<file path="config.mk">
export PLATFORM = sky130hd
export DESIGN_NAME = row_serial_multiplier
export DESIGN_NICKNAME = d
export VERILOG_FILES = /design/src/rtl/row_serial_multiplier.sv
export SDC_FILE = /design/constraint.sdc
export NUM_CORES = 1
export LEC_CHECK = 0
export BUFFER_PORTS_ARGS = -buffer_cell sky130_fd_sc_hd__clkbuf_2
export CAP_MARGIN = 15
export CORE_ASPECT_RATIO = 1.2
export CORE_MARGIN = 4
export CORE_UTILIZATION = 50
export DETAILED_ROUTE_END_ITERATION = 16
export GPL_ROUTABILITY_DRIVEN = 0
export PLACE_DENSITY = 0.8
export SLEW_MARGIN = 20
export SYNTH_ARGS = -nofsm -noshare
export SYNTH_HDL_FRONTEND = slang
export SYNTH_SLANG_ARGS = --single-unit
</file>
<file path="constraint.sdc">
create_clock -name clk -period 3.85 [get_ports clk]
set_input_delay 0.1925 -clock clk [delete_from_list [all_inputs] [get_ports clk]]
set_output_delay 0.1925 -clock clk [all_outputs]
set_load 0.03 [all_outputs]
</file>
<file path="src/rtl/row_serial_multiplier.sv">
// Row-serial array multiplier: sums ROWS_PER_CYCLE partial-product rows
// per clock into a 2*WIDTH accumulator, with valid/ready handshakes on
// both sides and an optional two's-complement mode.
module row_serial_multiplier #(
  parameter int WIDTH          = 8,
  parameter int ROWS_PER_CYCLE = 1,
  parameter bit SIGNED_EN      = 1'b1
) (
  input  logic                 clk,
  input  logic                 rst_n,
  input  logic                 in_valid,
  output logic                 in_ready,
  input  logic [WIDTH-1:0]     multiplicand,
  input  logic [WIDTH-1:0]     multiplier,
  input  logic                 signed_mode,
  output logic                 out_valid,
  input  logic                 out_ready,
  output logic [2*WIDTH-1:0]   product,
  output logic                 busy
);

  localparam int PW = 2 * WIDTH;
  localparam int CW = $clog2(WIDTH + 1);

  typedef enum logic [1:0] {
    IDLE,
    RUN,
    DONE
  } state_t;

  state_t          state_q, state_d;
  // Extended multiplicand, pre-shifted so that row k of the current step
  // is simply mshift_q << j for j in 0..ROWS_PER_CYCLE-1.
  logic [PW-1:0]   mshift_q, mshift_d;
  // Multiplier bits still to be consumed; bit 0 is always row k.
  logic [WIDTH-1:0] q_q, q_d;
  logic            mode_q, mode_d;
  logic [PW-1:0]   acc_q, acc_d;
  logic [PW-1:0]   product_q, product_d;
  logic [CW-1:0]   cnt_q, cnt_d;

  logic [PW-1:0]   row;
  logic [PW-1:0]   row_sum;
  logic            last_step;
  logic            capture_mode;

  assign last_step    = (cnt_q == CW'(WIDTH - ROWS_PER_CYCLE));
  assign capture_mode = signed_mode & SIGNED_EN;

  // Sum this clock's rows into the accumulator; in signed mode the final
  // row (row WIDTH-1) carries negative weight and is subtracted.
  always_comb begin
    row     = '0;
    row_sum = acc_q;
    for (int j = 0; j < ROWS_PER_CYCLE; j++) begin
      row = q_q[j] ? (mshift_q << j) : '0;
      if (mode_q && last_step && (j == ROWS_PER_CYCLE - 1)) begin
        row_sum = row_sum - row;
      end else begin
        row_sum = row_sum + row;
      end
    end
  end

  // Next-state and datapath control for the IDLE/RUN/DONE sequence.
  always_comb begin
    state_d   = state_q;
    mshift_d  = mshift_q;
    q_d       = q_q;
    mode_d    = mode_q;
    acc_d     = acc_q;
    cnt_d     = cnt_q;
    product_d = product_q;
    case (state_q)
      IDLE: begin
        if (in_valid) begin
          mode_d   = capture_mode;
          mshift_d = capture_mode ? {{WIDTH{multiplicand[WIDTH-1]}}, multiplicand}
                                  : {{WIDTH{1'b0}}, multiplicand};
          q_d      = multiplier;
          acc_d    = '0;
          cnt_d    = '0;
          state_d  = RUN;
        end
      end
      RUN: begin
        acc_d    = row_sum;
        cnt_d    = cnt_q + CW'(ROWS_PER_CYCLE);
        q_d      = q_q >> ROWS_PER_CYCLE;
        mshift_d = mshift_q << ROWS_PER_CYCLE;
        if (last_step) begin
          product_d = row_sum;
          state_d   = DONE;
        end
      end
      DONE: begin
        if (out_ready) begin
          state_d = IDLE;
        end
      end
      default: begin
        state_d = IDLE;
      end
    endcase
  end

  // State and datapath registers; reset discards any job in flight.
  always_ff @(posedge clk or negedge rst_n) begin
    if (!rst_n) begin
      state_q   <= IDLE;
      mshift_q  <= '0;
      q_q       <= '0;
      mode_q    <= 1'b0;
      acc_q     <= '0;
      cnt_q     <= '0;
      product_q <= '0;
    end else begin
      state_q   <= state_d;
      mshift_q  <= mshift_d;
      q_q       <= q_d;
      mode_q    <= mode_d;
      acc_q     <= acc_d;
      cnt_q     <= cnt_d;
      product_q <= product_d;
    end
  end

  assign in_ready  = (state_q == IDLE);
  assign out_valid = (state_q == DONE);
  assign busy      = (state_q != IDLE);
  assign product   = product_q;

endmodule
</file>
# ---- Word-level counts from Yosys, hierarchy flattened
# Index checks and enable logic that the tools add are counted.
dict set report op_classes {
  n_eq_ne 6
  n_mux 15
  reduce_logical 8
  add_sub_neg 3
}
# cell count
set ops {}
lappend ops {{two-way mux 16 bit} 5}
lappend ops {{case mux 16 bit (2 select lines)} 2}
lappend ops {{adder 16 bit} 1}
lappend ops {{case mux 8 bit (2 select lines)} 1}
lappend ops {{subtractor 16 bit} 1}
lappend ops {{two-way mux 8 bit} 1}
lappend ops {{case mux 4 bit (2 select lines)} 1}
lappend ops {{two-way mux 2 bit} 3}
lappend ops {{case mux 2 bit (3 select lines)} 1}
lappend ops {{AND reduction 2 bit} 3}
lappend ops {{adder 4 x 1 -> 4 bit (second input constant)} 1}
lappend ops {{equality test 4 x 3 -> 1 bit (second input constant)} 1}
lappend ops {{two-way mux 4 bit} 1}
lappend ops {{!= test 2 bit (second input constant)} 2}
lappend ops {{nonzero test 2 bit} 2}
lappend ops {{AND reduction 3 bit} 1}
lappend ops {{equality test 2 x 1 -> 1 bit (second input constant)} 1}
lappend ops {{equality test 2 bit (second input constant)} 1}
lappend ops {{logical NOT 2 bit} 1}
lappend ops {{!= test 2 x 1 -> 1 bit (second input constant)} 1}
lappend ops {{logical AND 1 bit} 1}
dict set report word_totals {
  reg_bits 63
  inputBits 21
}

# ---- Longest topological paths before layout
# Gate-level depths: netlist (run 1).
dict set report depth {
  ltp_word 4
  depth_mapped 15
  depth_no_buf 14
}

# ---- Worst setup path before layout (run 1)
# OpenSTA, ideal clock, no wires.
dict set report synth_path {
  path_type {register to register}
  startpoint {register q_q[0]}
  endpoint {register product_q[14], in the netlist product[14]}
  path_stages_with_launch 15
  synth_period_minus_slack_ns 3.672
  setup_slack_ns 0.178
  t_required_ns 3.725
  path_buffers 2
  setup_ns 0.125
  arrival_ns 3.547
  cell_sequence {dfrtp_1 > clkbuf_1 > clkbuf_1 > nand2_1 > ha_1 > nor2_1 > nor2_1 > or3b_2 > ha_1 > nand2_1 > or4b_2 > o21ai_0 > o21ai_0 > xor2_1 > mux2_2}
}
dict set report synth_via {
  elab_chain_len 3
  elab_cells_between_ends 4
  cone_classes {add/sub: 2; mux: 2}
}
# element line
set synth_rtl {}
lappend synth_rtl {{start: declaration} 36} ;# logic [WIDTH-1:0] q_q, q_d;
lappend synth_rtl {{start signal: assignment} 120} ;# q_q <= q_d;
lappend synth_rtl {{two-way mux 16 bit (*)} 56} ;# row = q_q[j] ? (mshift_q << j) : '0;
lappend synth_rtl {{adder 16 bit / subtractor 16 bit (equally long branches)} {60, 58}}
lappend synth_rtl {{two-way mux 16 bit (*)} 57} ;# if (mode_q && last_step && (j == ROWS_PER_CYCLE - 1)) begin
lappend synth_rtl {{end signal: assignment} 124} ;# product_q <= product_d;
lappend synth_rtl {{end: declaration} 39} ;# logic [PW-1:0] product_q, product_d;
# Every way passes the cells marked *; elsewhere a longest branch is shown, timed or not.
# A chain may end at the register's enable or synchronous reset.

# ---- Worst setup path after layout (run 1)
dict set report layout_path {
  startpoint {register mshift_q[4]}
  endpoint {register acc_q[15]}
}
dict set report layout_via {
  elab_chain_len 4
  elab_cells_between_ends 5
  cone_classes {add/sub: 2; mux: 3}
}
# element line
set layout_rtl {}
lappend layout_rtl {{start: declaration} 34} ;# logic [PW-1:0] mshift_q, mshift_d;
lappend layout_rtl {{start signal: assignment} 119} ;# mshift_q <= mshift_d;
lappend layout_rtl {{two-way mux 16 bit (*)} 56}
lappend layout_rtl {{adder 16 bit / subtractor 16 bit (equally long branches)} {60, 58}}
lappend layout_rtl {{two-way mux 16 bit (*)} 57}
lappend layout_rtl {{case mux 16 bit (2 select lines) (*)} 74} ;# case (state_q)
lappend layout_rtl {{end signal: assignment} 114} ;# acc_q <= '0;
lappend layout_rtl {{end signal: assignment} 122} ;# acc_q <= acc_d;
lappend layout_rtl {{end: declaration} 38} ;# logic [PW-1:0] acc_q, acc_d;
# Marks and branches as above.

==> results of run 1 <==
-- area by class of cell --
class | instances | area, um^2 | share of cell area
clock buffer | 9 | 123.9 | 0.02910
clock inverter | 7 | 121.4 | 0.02851
inverter | 8 | 30.03 | 0.007055
multi-input combinational | 323 | 2049 | 0.4815
sequential | 63 | 1577 | 0.3704
tap | 90 | 112.6 | 0.02646
timing repair buffer | 45 | 242.7 | 0.05703
-- cells in the mapped netlist, types with 2 or more instances --
cell,number
a21o_1,2
mux2_2,6
dfrtp_1,63
a31oi_1,4
o31ai_1,3
nor2_1,20
a311o_1,2
and2_1,2
o211ai_1,2
nor3_1,4
nand2_1,62
xor2_1,11
inv_1,8
o21ai_0,51
nand3_1,15
clkbuf_1,22
nor3b_1,2
nand2b_1,5
and3b_1,8
nor2b_1,13
ha_1,17
a211oi_1,2
mux2i_1,2
a21oi_1,34
xnor2_1,11
a22o_1,6
nand4_1,3
a22oi_1,14
-- cell families (layout without fill, tap and decap cells) --
family	after synthesis	count (layout)
adders and majority gates	18	18
xor gates and xnor gates	22	22
muxes	8	8
and+or+nand+nor	144	144
DFF	63	63
AOI/OAI and AO/OA	131	131
buffers and inverters	31	69
-- final timing paths --
path / from / endpoint / slack (ns) / cells after the start
setup / recovery: mshift_q[4] / acc_q[15] / 0.21 / 12
hold / removal: out_ready / state_q[1] / 0.03 / 2
setup reg to reg: mshift_q[4] / acc_q[15] / 0.21 / 12
hold reg to reg: product[11] / product[11] / 0.48 / 2
max in group asynchronous: rst_n / mshift_q[7] / 2.52 / 3
min in group asynchronous: rst_n / product[9] / 0.42 / 2
-- state kept, by name (all words and copies together) (netlist names) --
register and count:
acc_q 16, mshift_q 16, product 16, q_q 8
cnt_q 4, state_q 2, mode_q 1
-- worst max-delay path, delay by kind of cell, from the launching register on --
kind	cells	cell delay, ns
XOR/XNOR	1	0.20
flip-flops	1	0.45
AND/OR/NAND/NOR	3	1.17
adder cells (fa/ha/maj)	1	0.38
AO/OA/AOI/OAI	7	1.26
-- per-layer routing --
metal  track usage  wire length [um]  vias up  share of wire
met3       0.04077               465       14          0.055
li1              -                 -     1568              -
met2        0.3244              4086       95           0.49
met1        0.2594              3702     1493           0.44
met5             0                 0        -              0
met4       0.08273               129        0          0.015
-- through the flow --
step / hold slack, ns / instances / utilization / cell area [um^2]
after floorplan: -0.1031 / 417 / - / 3731
after global placement: 0.2727 / 528 / 0.5490 / 3994
after detailed placement: 0.2790 / 528 / 0.5490 / 3994
after CTS: 0.02717 / 545 / 0.5841 / 4249
after global routing: 0.05275 / 545 / 0.5851 / 4257
final: 0.03433 / 545 / 0.5851 / 4257
-- timing repair --
item | in CTS | in global routing
hold buffers | 1 | 0
setup endpoints to repair | 0 | 7
hold endpoints to repair | 27 | 0
gates resized for setup | 0 | 5
==> results.toml, run 1 <==
[outcome]
status = "finished clean"

[min_path]
hold_path.class = "input port to flop"

[clocking]
clkSlewWorstSetupHoldPaths_ns = 0.07
cts_max_path_buffers = 2
clock_latency_ns = 0.35
cts_buffers = 9
clock-sinks = 63
cts-root-buf = "clkbuf_8"
cts_max_level = 3
cts_tree = "built"
post_cts_buffers = 0

[setup_path]
cp-end-kind = "flop"
crit_fanout = 7
crit_slowest_cell = "or4_1"
crit_required_ns = 4.04
crit_chain = "or4_1, o31ai_1, and2_1, a21oi_1, or3_1, ha_1, o21ai_0, a21o_1, a22o_1, a21oi_1, xnor2_1, o21ai_0"
crit_type = "flop to flop"
arrival_ns = 3.83
crit_path_max_incr_delay_ns = 0.56
critPathLaunchType = "flop"

[drt]
viasPerCell = 5.817
wire_per_inst_um = 15.38
firstDrtPassIters = 5
drt_drc_violations_left = 0
route.final.wire_length_um = 8383
antenna_left = 0
vias = 3170
drt_iter0_drc = 198

[timing]
period_minus_slack_ns = 3.637
period_share = 0.9446
fin_skew_ns = 0.01102
slew_headroom = 0.3944
finalHoldViolations = 0
worst_slack_ns = 0.2135
tightest_slew_ns = 0.9084
rsz0062_at_grt = "false"
setup_tns_ns = 0
setup_viol = 0
slew_violations = 0
fmax_mhz = 275.0

[final_layout]
fillers = 621
area.growth.synth_to_final_pct = 14.08
final_common_cell = "dfrtp_1"
drive_above_1_share = 0.1670
nets = 489
most-common-layout-cells = "63 x dfrtp_1, 61 x nand2_1, 49 x o21ai_0"
n_antenna_cell = 0

[synthesis]
synth_cells = 417
synth_fa_ha_area_frac = 0.06237
synth_area_um2 = 3731
synthMuxAreaShare = 0.02347
synth_fp_nets = 456
synth_top_cell_by_area = "dfrtp_1"
synth_cell_types = 51
synth_area_leaders = "dfrtp_1 42%, o21ai_0 6.8%, nand2_1 6.2%"
synth_top_family_by_area = "compound AO/OA/AOI/OAI gates"
ys_seq_area_frac = 0.4225
synthSimpleGateAreaFrac = 0.1922
synth_top_area_frac = 0.4225
synth_xor_area_frac = 0.05164
ys.flop_type = "dfrtp_1"
async_reset_ff_frac = 1.000
synth_compound_area_frac = 0.2166
ys_warn_count = 0
ys_ff_latch = 63
synth_edf_count = 0
avgSynthCellArea_um2 = 8.947

[grt]
grt_pass1_vias = 3036
grt_use_total = 0.1996
grt_pass1_wl_um = 14080
antenna_found_initial = 0
grt_max_degree = 37
grt-ovfl-total = 0

[floorplanning]
start_util = 0.5129
die_w_um = 86.86
io_pins = 40
core_area_um2 = 7274
die_area_um2 = 8914
dieHeight_um = 102.6
std_cell_rows = 34

[place]
dp_hpwl_um = 5962
numPortBuffers = 39
dp_slack_ns = 0.1407

[job]
max_cap_violations = 0
Power of run 1 is left out: the tool's default activity adds up to more than one toggle a clock period on the data nets, which glitch-free logic cannot reach.
==> inputs of run 2 (changes only) <==
- PLACE_DENSITY: 0.8 -> 0.75
==> run 2 against run 1 <==
Register-to-register slack improved by 0.03 ns. Count of clock-buffer cells in the layout is 3 higher. First-iteration DRC count fell by 36%. Clock skew grew 0.0022 ns. Utilization decreased by 0.60 points. Critical path depth up 1. Worst hold slack improved by 0.013 ns. Critical path type unchanged. Fmax is 0.86% higher. Global-route usage up 0.68 points. Non-clock buffer count grew 2. Highest routed layer unchanged. Cell count grew 0.37%. Design area decreased by 1.0%.
==> results.toml, run 2 (synthesized netlist as in run 1, its figures left out) <==
[setup_path]
crit_fanout = 5
crit_type = "flop to flop"
cp-end-kind = "flop"
ff2ff_path_depth = 13
arrival_ns = 3.84
crit_required_ns = 4.08
critPathLaunchType = "flop"

[drt]
route.final.wire_length_um = 8596
antenna_left = 0
firstDrtPassIters = 4
drt_drc_violations_left = 0
wire_per_inst_um = 15.71
drt_iter0_drc = 126
vias = 3151
viasPerCell = 5.761

[final_layout]
drive_above_1_share = 0.1619
nets = 491
multi_input_area_um2 = 2046
area.growth.synth_to_final_pct = 12.91
n_antenna_cell = 0
seqCellArea_um2 = 1577
fillers = 619
fin_util = 0.5791
final_common_cell = "dfrtp_1"
most-common-layout-cells = "63 x dfrtp_1, 62 x nand2_1, 50 x o21ai_0"

[timing]
finalHoldViolations = 0
fmax_mhz = 277.4
slew_headroom = 0.3788
slew_violations = 0
fin_skew_ns = 0.01318
period_share = 0.9365
rsz0062_at_grt = "false"
period_minus_slack_ns = 3.605
setup_viol = 0
tightest_slew_ns = 0.9295
setup_tns_ns = 0

[clocking]
cts_buffers = 9
clock_latency_ns = 0.34
cts_tree = "built"
cts-root-buf = "clkbuf_8"
cts_max_level = 3
clkSlewWorstSetupHoldPaths_ns = 0.07
cts_max_path_buffers = 2
post_cts_buffers = 0
clock-sinks = 63

[floorplanning]
die_area_um2 = 8914
start_util = 0.5129
dieHeight_um = 102.6
die_w_um = 86.86
std_cell_rows = 34
io_pins = 40
core_area_um2 = 7274

[grt]
grt_pass1_wl_um = 14390
antenna_found_initial = 0
grt_use_total = 0.2064
grt_max_degree = 33
grt-ovfl-total = 0
grt_pass1_vias = 3060

[job]
max_cap_violations = 0

[min_path]
hold_path.class = "input port to flop"
min_path_cells = 2

[place]
dp_hpwl_um = 6190
numPortBuffers = 39

[outcome]
status = "finished clean"
run 2: cell count changes in the layout (fill, tap and decap cells not counted), sizes merged:
cell	delta
clkbuf	+3
buf	+2
bufinv	-2
clkinv	-1
run 2: worst max-delay path: stages (launching register included):
cell and delay, ns:
dfrtp_1 0.41, ha_1 0.23, and3b_1 0.24, and2_1 0.19, nor2_1 0.16, nor2_1 0.11
or3b_2 0.47, ha_1 0.22, nand2_1 0.08, or4b_2 0.61, a2bb2oi_1 0.17, a31oi_1 0.20
xnor2_1 0.12, mux2_2 0.27
run 2: metrics by stage:
step	hold WS, ns	worst slack (ns)	instances	instance area (um^2)
after floorplan	-0.1031	0.1778	417	3731
after global routing	0.06150	0.01480	547	4213
after CTS	0.03795	0.1556	547	4209
final	0.04709	0.2446	547	4213
after global placement	0.3249	0.2334	530	4009
after detailed placement	0.3110	0.1619	530	4009
run 2: cell type report:
cell class              instances  area share
multi-input cells             323      0.4856
clock inverters                 4     0.01069
repair buffers                 47     0.06118
flip-flops and latches         63      0.3742
clock buffers                  12     0.03445
inverters                       8    0.007128
well taps                      90     0.02673
run 2: worst paths after layout:
path	startpoint	to	slack [ns]
worst max register to register	cnt_q[0]	product[10]	0.24
worst max-delay path	cnt_q[0]	product[10]	0.24
max in group asynchronous	rst_n	product[3]	2.47
worst min register to register	product[5]	product[5]	0.47
min in group asynchronous	rst_n	acc_q[14]	0.47
worst min-delay path	out_ready	state_q[1]	0.05
run 2: timing repair:
item / CTS / global route
hold buffers: 1 / 0
gates resized for setup: 0 / 2
endpoints found under the setup margin: 0 / 4
endpoints found under the hold margin: 31 / 0
run 2: per-layer routing:
layer  global-route usage  routed length [um]  vias to the layer above
met2               0.3390                4091                       89
met3              0.03997                 490                       19
met1               0.2673                3848                     1482
met5                    0                   0                        -
met4              0.08393                 165                        0
li1                     -                   -                     1561
Power of run 2 is left out for the same reason.
